### src/rtl/mem_arb_pkg.sv
// Shared encodings and default widths for the CPU inst/data to single-bus arbiter.
package mem_arb_pkg;

  localparam int ADDR_W_DEF = 32;
  localparam int DATA_W_DEF = 32;

  typedef enum logic [1:0] {
    ST_IDLE = 2'd0,
    ST_REQ  = 2'd1,
    ST_WAIT = 2'd2,
    ST_DONE = 2'd3
  } state_e;

  typedef enum logic [1:0] {
    OWN_NONE = 2'd0,
    OWN_INST = 2'd1,
    OWN_DATA = 2'd2
  } owner_e;

endpackage

### src/rtl/cpu_mem_arbiter.sv
// Merges inst/data SRAM-style ports onto one req/addr_ok/data_ok bus, one
// transaction outstanding, data port has fixed priority.
module cpu_mem_arbiter
  import mem_arb_pkg::*;
#(
  parameter int ADDR_W = ADDR_W_DEF,
  parameter int DATA_W = DATA_W_DEF
) (
  input  logic                clk,
  input  logic                resetn,
  input  logic                inst_en,
  input  logic [ADDR_W-1:0]   inst_addr,
  output logic [DATA_W-1:0]   inst_rdata,
  output logic                inst_stall,
  input  logic                data_en,
  input  logic [DATA_W/8-1:0] data_wen,
  input  logic [ADDR_W-1:0]   data_addr,
  input  logic [DATA_W-1:0]   data_wdata,
  output logic [DATA_W-1:0]   data_rdata,
  output logic                data_stall,
  output logic                bus_req,
  output logic                bus_wr,
  output logic [DATA_W/8-1:0] bus_wstrb,
  output logic [ADDR_W-1:0]   bus_addr,
  output logic [DATA_W-1:0]   bus_wdata,
  input  logic                bus_addr_ok,
  input  logic                bus_data_ok,
  input  logic [DATA_W-1:0]   bus_rdata
);

  state_e              state_q, state_d;
  owner_e              owner_q, owner_d;
  logic [ADDR_W-1:0]   addr_q, addr_d;
  logic [DATA_W/8-1:0] wen_q, wen_d;
  logic [DATA_W-1:0]   wdata_q, wdata_d;
  logic [DATA_W-1:0]   inst_rdata_q, inst_rdata_d;
  logic [DATA_W-1:0]   data_rdata_q, data_rdata_d;
  logic                capture;

  always_comb begin
    state_d      = state_q;
    owner_d      = owner_q;
    addr_d       = addr_q;
    wen_d        = wen_q;
    wdata_d      = wdata_q;
    inst_rdata_d = inst_rdata_q;
    data_rdata_d = data_rdata_q;
    capture      = 1'b0;

    case (state_q)
      ST_IDLE: begin
        owner_d = OWN_NONE;
        if (data_en) begin
          addr_d  = data_addr;
          wen_d   = data_wen;
          wdata_d = data_wdata;
          owner_d = OWN_DATA;
          state_d = ST_REQ;
        end else if (inst_en) begin
          addr_d  = inst_addr;
          wen_d   = '0;
          wdata_d = '0;
          owner_d = OWN_INST;
          state_d = ST_REQ;
        end
      end
      ST_REQ: begin
        // data_ok only counts once the address has been accepted
        if (bus_addr_ok) begin
          capture = bus_data_ok;
          state_d = bus_data_ok ? ST_DONE : ST_WAIT;
        end
      end
      ST_WAIT: begin
        if (bus_data_ok) begin
          capture = 1'b1;
          state_d = ST_DONE;
        end
      end
      ST_DONE: begin
        state_d = ST_IDLE;
        owner_d = OWN_NONE;
      end
      default: state_d = ST_IDLE;
    endcase

    if (capture) begin
      if (owner_q == OWN_INST)
        inst_rdata_d = bus_rdata;
      else if (owner_q == OWN_DATA && wen_q == '0)
        data_rdata_d = bus_rdata;
    end
  end

  always_ff @(posedge clk) begin
    if (!resetn) begin
      state_q      <= ST_IDLE;
      owner_q      <= OWN_NONE;
      addr_q       <= '0;
      wen_q        <= '0;
      wdata_q      <= '0;
      inst_rdata_q <= '0;
      data_rdata_q <= '0;
    end else begin
      state_q      <= state_d;
      owner_q      <= owner_d;
      addr_q       <= addr_d;
      wen_q        <= wen_d;
      wdata_q      <= wdata_d;
      inst_rdata_q <= inst_rdata_d;
      data_rdata_q <= data_rdata_d;
    end
  end

  assign bus_req    = (state_q == ST_REQ);
  assign bus_wr     = |wen_q;
  assign bus_wstrb  = wen_q;
  assign bus_addr   = addr_q;
  assign bus_wdata  = wdata_q;
  assign inst_rdata = inst_rdata_q;
  assign data_rdata = data_rdata_q;

  assign inst_stall = inst_en & ~(state_q == ST_DONE && owner_q == OWN_INST);
  assign data_stall = data_en & ~(state_q == ST_DONE && owner_q == OWN_DATA);

endmodule

### config.mk
export PLATFORM = sky130hd
export DESIGN_NAME = cpu_mem_arbiter
export DESIGN_NICKNAME = d
export VERILOG_FILES = /design/src/rtl/mem_arb_pkg.sv /design/src/rtl/cpu_mem_arbiter.sv
export SDC_FILE = /design/constraint.sdc
export NUM_CORES = 1
export LEC_CHECK = 0
export BUFFER_PORTS_ARGS = -buffer_cell sky130_fd_sc_hd__buf_2
export CAP_MARGIN = 20
export CORE_ASPECT_RATIO = 0.75
export CORE_MARGIN = 2
export CORE_UTILIZATION = 45
export CTS_CLUSTER_DIAMETER = 60
export DETAILED_ROUTE_END_ITERATION = 8
export PLACE_DENSITY = 0.79
export SETUP_SLACK_MARGIN = 0.05
export SLEW_MARGIN = 20
export SYNTH_ARGS = -nofsm -noshare
export SYNTH_HDL_FRONTEND = slang
export SYNTH_SLANG_ARGS = --single-unit
### constraint.sdc
create_clock -name clk -period 2.39 [get_ports clk]
set_input_delay 0.478 -clock clk [delete_from_list [all_inputs] [get_ports clk]]
set_output_delay 0.478 -clock clk [all_outputs]
set_load 0.05 [all_outputs]
# Word level (Yosys, flattened, before mapping)
# Index checks and enable logic that the tools add are counted.
[totals]
register_bits = 136
in_bits = 138
[op_classes]
eq_ne = 8
muxes = 18
bitwise_logic = 5
reduce_logical = 12
[op_table]
columns = ["op", "count"]
rows = [
  ["two-way mux 32 bit", 4],
  ["two-way mux 2 bit", 5],
  ["two-way mux 4 bit", 2],
  ["case mux 2 bit (4 select lines)", 1],
  ["== test 2 bit, second input constant", 3],
  ["AND reduction 3 bit", 2],
  ["== test 2 x 1 -> 1 bit, second input constant", 2],
  ["zero test 4 bit", 1],
  ["two-way mux 1 bit", 4],
  ["case mux 2 bit (2 select lines)", 1],
  ["AND reduction 2 bit", 2],
  ["nonzero test 2 bit", 2],
  ["OR reduction 4 bit", 1],
  ["logical AND 1 bit", 3],
  ["!= test 3 bit, second input constant", 1],
  ["inverter 1 bit", 3],
  ["bitwise AND 1 bit", 2],
  ["zero test 2 bit", 1],
  ["!= test 2 x 1 -> 1 bit, second input constant", 1],
  ["!= test 2 bit, second input constant", 1],
  ["case mux 1 bit (2 select lines)", 1],
]

# Logic depth before layout (Yosys ltp)
# Gate-level depths: netlist (run 1).
[depth]
word_depth = 4
mapped_depth = 7

# Worst setup path before layout (run 1)
# OpenSTA, ideal clock, no wires.
[synth_path]
path_type = "flip-flop to flip-flop"
from = "register wen_q[2], in the netlist bus_wstrb[2]"
to = "register data_rdata_q[10], in the netlist data_rdata[10]"
t_arrival_ps = 2143
t_required_ps = 2271
setup_slack_ps = 128
stages_incl_launch_ff = 6
path_buffers = 2
synth_period_minus_slack_ps = 2262
path_cell_list = "dfxtp_1 or4_4 or4_1 buf_6 buf_12 mux2i_1"
[synth_between]
elab_chain_len = 3
[synth_rtl]
columns = ["element", "line_no", "text"]
rows = [
  ["start: declaration", "cpu_mem_arbiter.sv:34", "logic [DATA_W/8-1:0] wen_q, wen_d;"],
  ["start signal: assignment", "cpu_mem_arbiter.sv:108", "wen_q <= wen_d;"],
  ["zero test 4 bit", "cpu_mem_arbiter.sv:90", "else if (owner_q == OWN_DATA && wen_q == '0)"],
  ["logical AND 1 bit", "cpu_mem_arbiter.sv:90", ""],
  ["AND reduction 3 bit (no line)", "-", ""],
  ["end signal: assignment", "cpu_mem_arbiter.sv:111", "data_rdata_q <= data_rdata_d;"],
  ["end: declaration", "cpu_mem_arbiter.sv:37", "logic [DATA_W-1:0] data_rdata_q, data_rdata_d;"],
]
# Every way passes these cells.
# A chain may end at the register's enable or synchronous reset.

# Worst setup path after layout (run 1)
[layout_path]
from = "register state_q[1]"
to = "register data_rdata_q[22], in the netlist data_rdata[22]"
[layout_between]
elab_chain_len = 3
word_cells_on_any_way = 4
cone_classes = "eq/ne (2); mux (1); reduce/logical (1)"
[layout_rtl]
columns = ["element", "line_no", "text"]
rows = [
  ["start: declaration", "cpu_mem_arbiter.sv:31", "state_e state_q, state_d;"],
  ["start signal: assignment", "cpu_mem_arbiter.sv:105", "state_q <= state_d;"],
  ["== test 2 bit / == test 2 x 1 -> 1 bit (equally long branches)", "cpu_mem_arbiter.sv:50", "case (state_q)"],
  ["case mux 1 bit (2 select lines) (*)", "cpu_mem_arbiter.sv:50", ""],
  ["AND reduction 3 bit (no line) (*)", "-", ""],
]
# Mark *: on every way between the ends. The rest lies on a longest branch, timed or not.

==> results.md, run 1 <==
* Outcome: finished clean
* Synthesized Nets at around 690
* 1st-pass router iterations at 4
* Seq/Total Area, Yosys at roughly half
* Total setup buffers inserted after CTS at 0
* CTS Hold Buffers Added at 0
* Final non-filler cell total at 980
* Initial antenna violation count at 0
* Most frequent cells in the layout: buf_2 (273), dfxtp_1 (136), nand2_1 (98)
* Mapped cell area at 0.005366 mm²
* Pwr dens at 1135 mW/mm²
* Initial DRC count at 184
* Diode count at 0
* Worst Setup End Kind: register
* Slew @ Worst Pin at 0.6116 ns
* Num CTS Buffers at 17
* Unrepaired setup endpoints after global routing: false
* Commonest non-fill, non-tap cell in the layout: buf_2
* Synth area leader: dfxtp_1
* Synth Area per Inst at 9.829 µm²
* TritonCTS clock tree: built
* Hold crit path type: input pin to register
* Share of the synthesized area in the top cell type at 50.73%
* Tcrit/Tclk final at between 90 and 100%
* HP Start: data_wdata[1]
* FP Rows at 34
* Final setup violation count at 0
* Post-route setup TNS at 0 ns
* DR DRC count at 0
* Worst skew pair latency at 0.40 ns
* Max Freq at 464.3 MHz
* Count of state elements after synthesis at 136
* DP HPWL at slightly below 10 mm
* Synth Area in Compound Gates at between 10% and 20%
* Port Buffers at 273
* Critical Path Source Type: register
* Wire per inst at 13.75 µm
* Routed vias at between 4000 and 5000
* Final wirelength at 13.48 mm
* CP max FO at 32
* Final ANT Viol Nets at 0
* Pin count of the biggest net entering global routing at 65
* Netlist cell types at 34
* Synth Area in XOR/XNOR at 0%
* Mapped Cells at 546
* Initial Util at 46.21%
* Vias/cell at ~4.8
* Synth Area in Adders at around 1.2%
* Area Growth Syn to Fin at 38.21%
* Final Net Count at 948
* Die height at 98.57 µm
* Root buf cell: clkbuf_16
* CP Data Required Time at roughly 2.7 ns
* Fin worst setup slack at 0.2362 ns
* Fin crit period at 2.154 ns
* Yosys warnings at 0
* Number of global-route vias before repair at between 4000 and 5000
* Post-synthesis simple-gate area fraction at between 10% and 20%
* Hold Path Depth at 3
* # clock sinks at 136
* Clk_skew at 0.01113 ns
* Max-cap violation count at 0
* Die width at 130.1 µm
* FF-to-FF setup slack at roughly 0.24 ns
* R2r endpoint: data_rdata[22]
* Worst R2R Path Depth at 6
* Pre-CTS WS at 0.2480 ns
* RR Startpoint: state_q[1]
* Largest family of logic cells by synthesized area: multiplexers
* DP Cell Count at 948
* Relative slew slack at 59.22%
* Leak Pwr at 3.753 nW
* Mux cell area share after synthesis at 17.91%
* Proportion of layout cells with a drive suffix above 1 at 39.49%
* Die area at around 0.013 mm²
* Worst hold endpoint: bus_wdata[1]
* Worst-path clk slew at 0.06 ns
* Ranking of synthesized cells by area: dfxtp_1 (51%), mux2i_1 (18%), nand2_1 (6.9%)
* Util after Layout at 63.87%
* Ports at 274
* Core area at 0.01161 mm²
* Critical path class: register to register
* First-pass GRT wire length at 21.07 mm
* Worst EP arrival at roughly 2.4 ns
* Fillers at 1019
* Post-CTS resize count at 0
* CTS HTree Levels at 4
* GR Util All Layers at 20.71%
* Overflow after GRT at 0
* Peak supply drop at 605.9 µV
* Fin. max-slew vios at 0
* Final Hold Fails at 0
* GPL Wtd Cong at 0.7974
* Longest Clk Path Bufs at 2
[cell usage after synthesis (all sizes together)]
| library cell | instances |
|---|---|
| o21a | 3 |
| mux2i | 96 |
| nor2b | 3 |
| nor4b | 1 |
| inv | 4 |
| nor2 | 71 |
| and2 | 1 |
| ha | 5 |
| nand2 | 98 |
| a211oi | 32 |
| clkbuf | 29 |
| a22oi | 36 |
| dfxtp | 136 |
| a32oi | 1 |
| o32ai | 1 |
| buf | 12 |
| or2b | 1 |
| nor3b | 3 |
| o31a | 1 |
| or3 | 1 |
| or4 | 2 |
| o21ai | 1 |
| a2111oi | 1 |
| dlygate4sd1 | 2 |
| dlymetal6s2s | 1 |
| a21oi | 3 |
| a21boi | 1 |
[cell type report]
type / count / area, µm² / share of cell area [%]
repair buffers: 284 / 1499 / 20.21
clock buffers: 19 / 452.9 / 6.107
clock inverters: 13 / 170.2 / 2.294
multi-input cells: 362 / 2355 / 31.75
well taps: 162 / 202.7 / 2.733
inverters: 4 / 15.01 / 0.2024
flip-flops and latches: 136 / 2723 / 36.71
[registers in the layout, summed over array words and instances, names as in the netlist]
name / flops
bus_addr: 32
bus_wstrb: 4
owner_q: 2
inst_rdata: 32
state_q: 2
bus_wdata: 32
data_rdata: 32
[power breakdown]
group	leakage [nW]	internal (mW)	switching, mW
registers	1.11	2.62	0.187
logic	2.35	0.807	2.12
clock network	0.296	1.71	0.979
[critical path: stages, from the launching register on]
cell     delay [ns]
dfxtp_1        0.40
inv_1          0.11
ha_1           0.37
nand2_1        0.10
or4_2          0.66
buf_12         0.22
mux2i_1        0.15
[logic make-up after synthesis]
logic type / count (synthesis)
buffers and inverters: 48
DFF: 136
AOI/OAI and AO/OA: 80
and+or+nand+nor: 181
adders and majority gates: 5
muxes: 96
[metrics by stage]
stage | hold WS, ns | instance area, µm² | total power [mW]
CTS | 0.3115 | 7417 | 8.495
floorplan | 0.4586 | 5366 | 5.051
finish | 0.3271 | 7417 | 8.415
detailed placement | 0.4451 | 6794 | 5.787
global placement | 0.4422 | 6794 | 5.751
global route | 0.3080 | 7417 | 8.846
[worst max path at each step]
stage                             from              to  slack [ns]  cells past startpoint
after floorplan           bus_wstrb[2]  data_rdata[10]        0.13                      5
after global placement      state_q[0]  data_rdata[13]        0.31                      6
after detailed placement    state_q[0]  data_rdata[30]        0.25                      6
after CTS                   state_q[0]  data_rdata[22]        0.24                      6
after global routing        state_q[0]  data_rdata[25]        0.14                      6
final                       state_q[1]  data_rdata[22]        0.24                      6
[routing by layer]
| metal | global-route usage, % | vias to the layer above | part of all wire [%] |
|---|---|---|---|
| li1 | - | 2417 | - |
| met1 | 26.48 | 2111 | 45 |
| met2 | 33.43 | 152 | 47 |
| met3 | 6.026 | 19 | 6.0 |
| met4 | 7.361 | 0 | 1.8 |
| met5 | 0 | - | 0 |
(Power assumes the default switching activity.)
==> run 2, diff against run 1 <==
--- a/config.mk
+++ b/config.mk
@@ -6,13 +6,13 @@
 export NUM_CORES = 1
 export LEC_CHECK = 0
 export BUFFER_PORTS_ARGS = -buffer_cell sky130_fd_sc_hd__buf_2
-export CAP_MARGIN = 20
 export CORE_ASPECT_RATIO = 0.75
 export CORE_MARGIN = 2
-export CORE_UTILIZATION = 45
+export CORE_UTILIZATION = 47
+export CTS_BUF_LIST = sky130_fd_sc_hd__clkbuf_4 sky130_fd_sc_hd__clkbuf_8
 export CTS_CLUSTER_DIAMETER = 60
 export DETAILED_ROUTE_END_ITERATION = 8
-export PLACE_DENSITY = 0.79
+export PLACE_DENSITY = 0.82
 export SETUP_SLACK_MARGIN = 0.05
 export SLEW_MARGIN = 20
 export SYNTH_ARGS = -nofsm -noshare
==> run 2 against run 1 <==
Register-to-register slack lost 0.04 ns. Clock skew grew 0.0019 ns. Die area shrank 4.1%. Via count grew 2.3%. Design area shrank 2.1%. Largest cell class unchanged. Combinational power is essentially flat. Power shrank 4.3%.
==> results.md, run 2 (synthesis results as in run 1) <==
* Net Switching at 3.177 mW
* Leak Pwr at 3.701 nW
* Proportion of layout cells with a drive suffix above 1 at roughly two fifths
* Final Hold Fails at 0
* Final setup violation count at 0
* Max-cap violation count at 0
* Slowest stage delay, CP at 0.66 ns
* CP delay by family, top: simple AND/OR/NAND/NOR gates
* Clk_skew at 0.01301 ns
* 1st-pass router iterations at 4
* Relative slew slack at 31.33%
* Total design power at 8.055 mW
* Hold crit path type: input pin to register
* Root buf cell: clkbuf_8
* Most frequent cells in the layout: buf_2 (273), dfxtp_1 (136), nand2_1 (98)
* Tcrit/Tclk final at 91.92%
* Outcome: finished clean
* Initial DRC count at 197
* Fin. max-slew vios at 0
* Final wirelength at around 14 mm
* Worst-path clk slew at 0.07 ns
* Initial antenna violation count at 0
* Cell-by-cell trace of the critical path: inv_1, ha_1, nand2_1, or4_2, buf_12, mux2i_1
* Longest Clk Path Bufs at 2
* TritonCTS clock tree: built
* Number of global-route vias before repair at 4424
* DP HPWL at slightly above 10 mm
* Die width at 127.4 µm
* WHS at around 0.32 ns
* GPL Wtd Cong at 0.7923
* GRT Max-Usage Layer: met2
* Die area at 0.01230 mm²
* Overflow after GRT at 0
* GR Util met2 at 37.08%
* Pwr dens at 1109 mW/mm²
* Final Net Count at 945
* Switch share at 39.44%
* Fin crit period at 2.197 ns
* Fillers at between 800 and 900
* Seq pwr share at 34.8%
* Ports at 274
* Initial Util at 48.68%
* CTS Hold Buffers Added at 0
* Util after Layout at approximately two thirds
* Critical path class: register to register
* Unrepaired setup endpoints after global routing: false
* Port Buffers at 273
* Pin count of the biggest net entering global routing at 99
* CP Data Required Time at around 2.7 ns
* FP Rows at 33
* Peak supply drop at 793.6 µV
* CP max FO at 32
* Int Pwr at 4.878 mW
* Routed vias at 4806
* Worst EP arrival at 2.49 ns
* Worst skew pair latency at 0.42 ns
* Commonest non-fill, non-tap cell in the layout: buf_2
* Wire per inst at 14.55 µm
* Vias/cell at 5.032
* Total setup buffers inserted after CTS at 0
* GRT met1 Usage at between 20% and 30%
* Area Growth Syn to Fin at 35.32%
* Diode count at 0
* Num CTS Buffers at 17
* Die height at between 90 and 100 µm
* Slowest CP cell: or4_2
* Max Freq at 455.2 MHz
* First-pass GRT wire length at 20.80 mm
* Clock power share at 28.8%
* Combinational Power Share at 36.4%
* Critical Path Source Type: register
* GR Util All Layers at 21.27%
* DR DRC count at 0
* Worst Setup End Kind: register
* Post-CTS resize count at 0
* CTS HTree Levels at 4
* Core area at 0.01102 mm²
* Slew @ Worst Pin at 1.030 ns
* Post-route setup TNS at 0 ns
* Final ANT Viol Nets at 0
* # clock sinks at ~140
* Worst path bufs/invs at 2
* Grt met3 use at around 7.0%
-- run 2: worst register-to-register path: stages (launching register included) --
cell and delay, ns:
dfxtp_1 0.42, inv_1 0.11, ha_1 0.39, nand2_1 0.10, or4_2 0.66, buf_12 0.23, mux2i_1 0.16
-- run 2: final timing paths --
kind                  startpoint             end  slack [ns]  depth (start not counted)
setup / recovery      state_q[0]  data_rdata[11]        0.19                          6
hold / removal    data_wdata[29]   bus_wdata[29]        0.32                          3
setup reg to reg      state_q[0]  data_rdata[11]        0.19                          6
hold reg to reg   inst_rdata[31]  inst_rdata[31]        0.46                          2
-- run 2: layout make-up --
class	instances	area, µm²	area share (%)
clock inverter	10	215.2	2.963
tap	140	175.2	2.412
sequential	136	2723	37.49
inverter	4	15.01	0.2068
timing repair buffer	281	1489	20.50
clock buffer	22	290.3	3.997
multi-input combinational	362	2355	32.43
-- run 2: routing by layer --
layer,vias up,routed length (µm)
li1,2401,-
met2,167,7051
met4,0,185
met5,-,0
met1,2224,5786
met3,14,868
-- run 2: power by group through the flow --
stage	clock network, mW	registers, mW	logic, mW
2_1_floorplan	0	3.94	1.12
3_3_place_gp	0	2.83	2.85
3_5_place_dp	0	2.85	2.94
4_1_cts	2.35	2.80	2.94
5_1_grt	2.48	2.84	3.14
6_report	2.32	2.81	2.93
-- run 2: through the flow --
stage | instance area, µm² | setup slack (ns) | instances
after floorplan | 5366 | 0.1278 | 546
final | 7262 | 0.1932 | 955
after detailed placement | 6756 | 0.1969 | 923
after CTS | 7262 | 0.2061 | 955
after global placement | 6756 | 0.3204 | 923
after global routing | 7262 | 0.07131 | 955
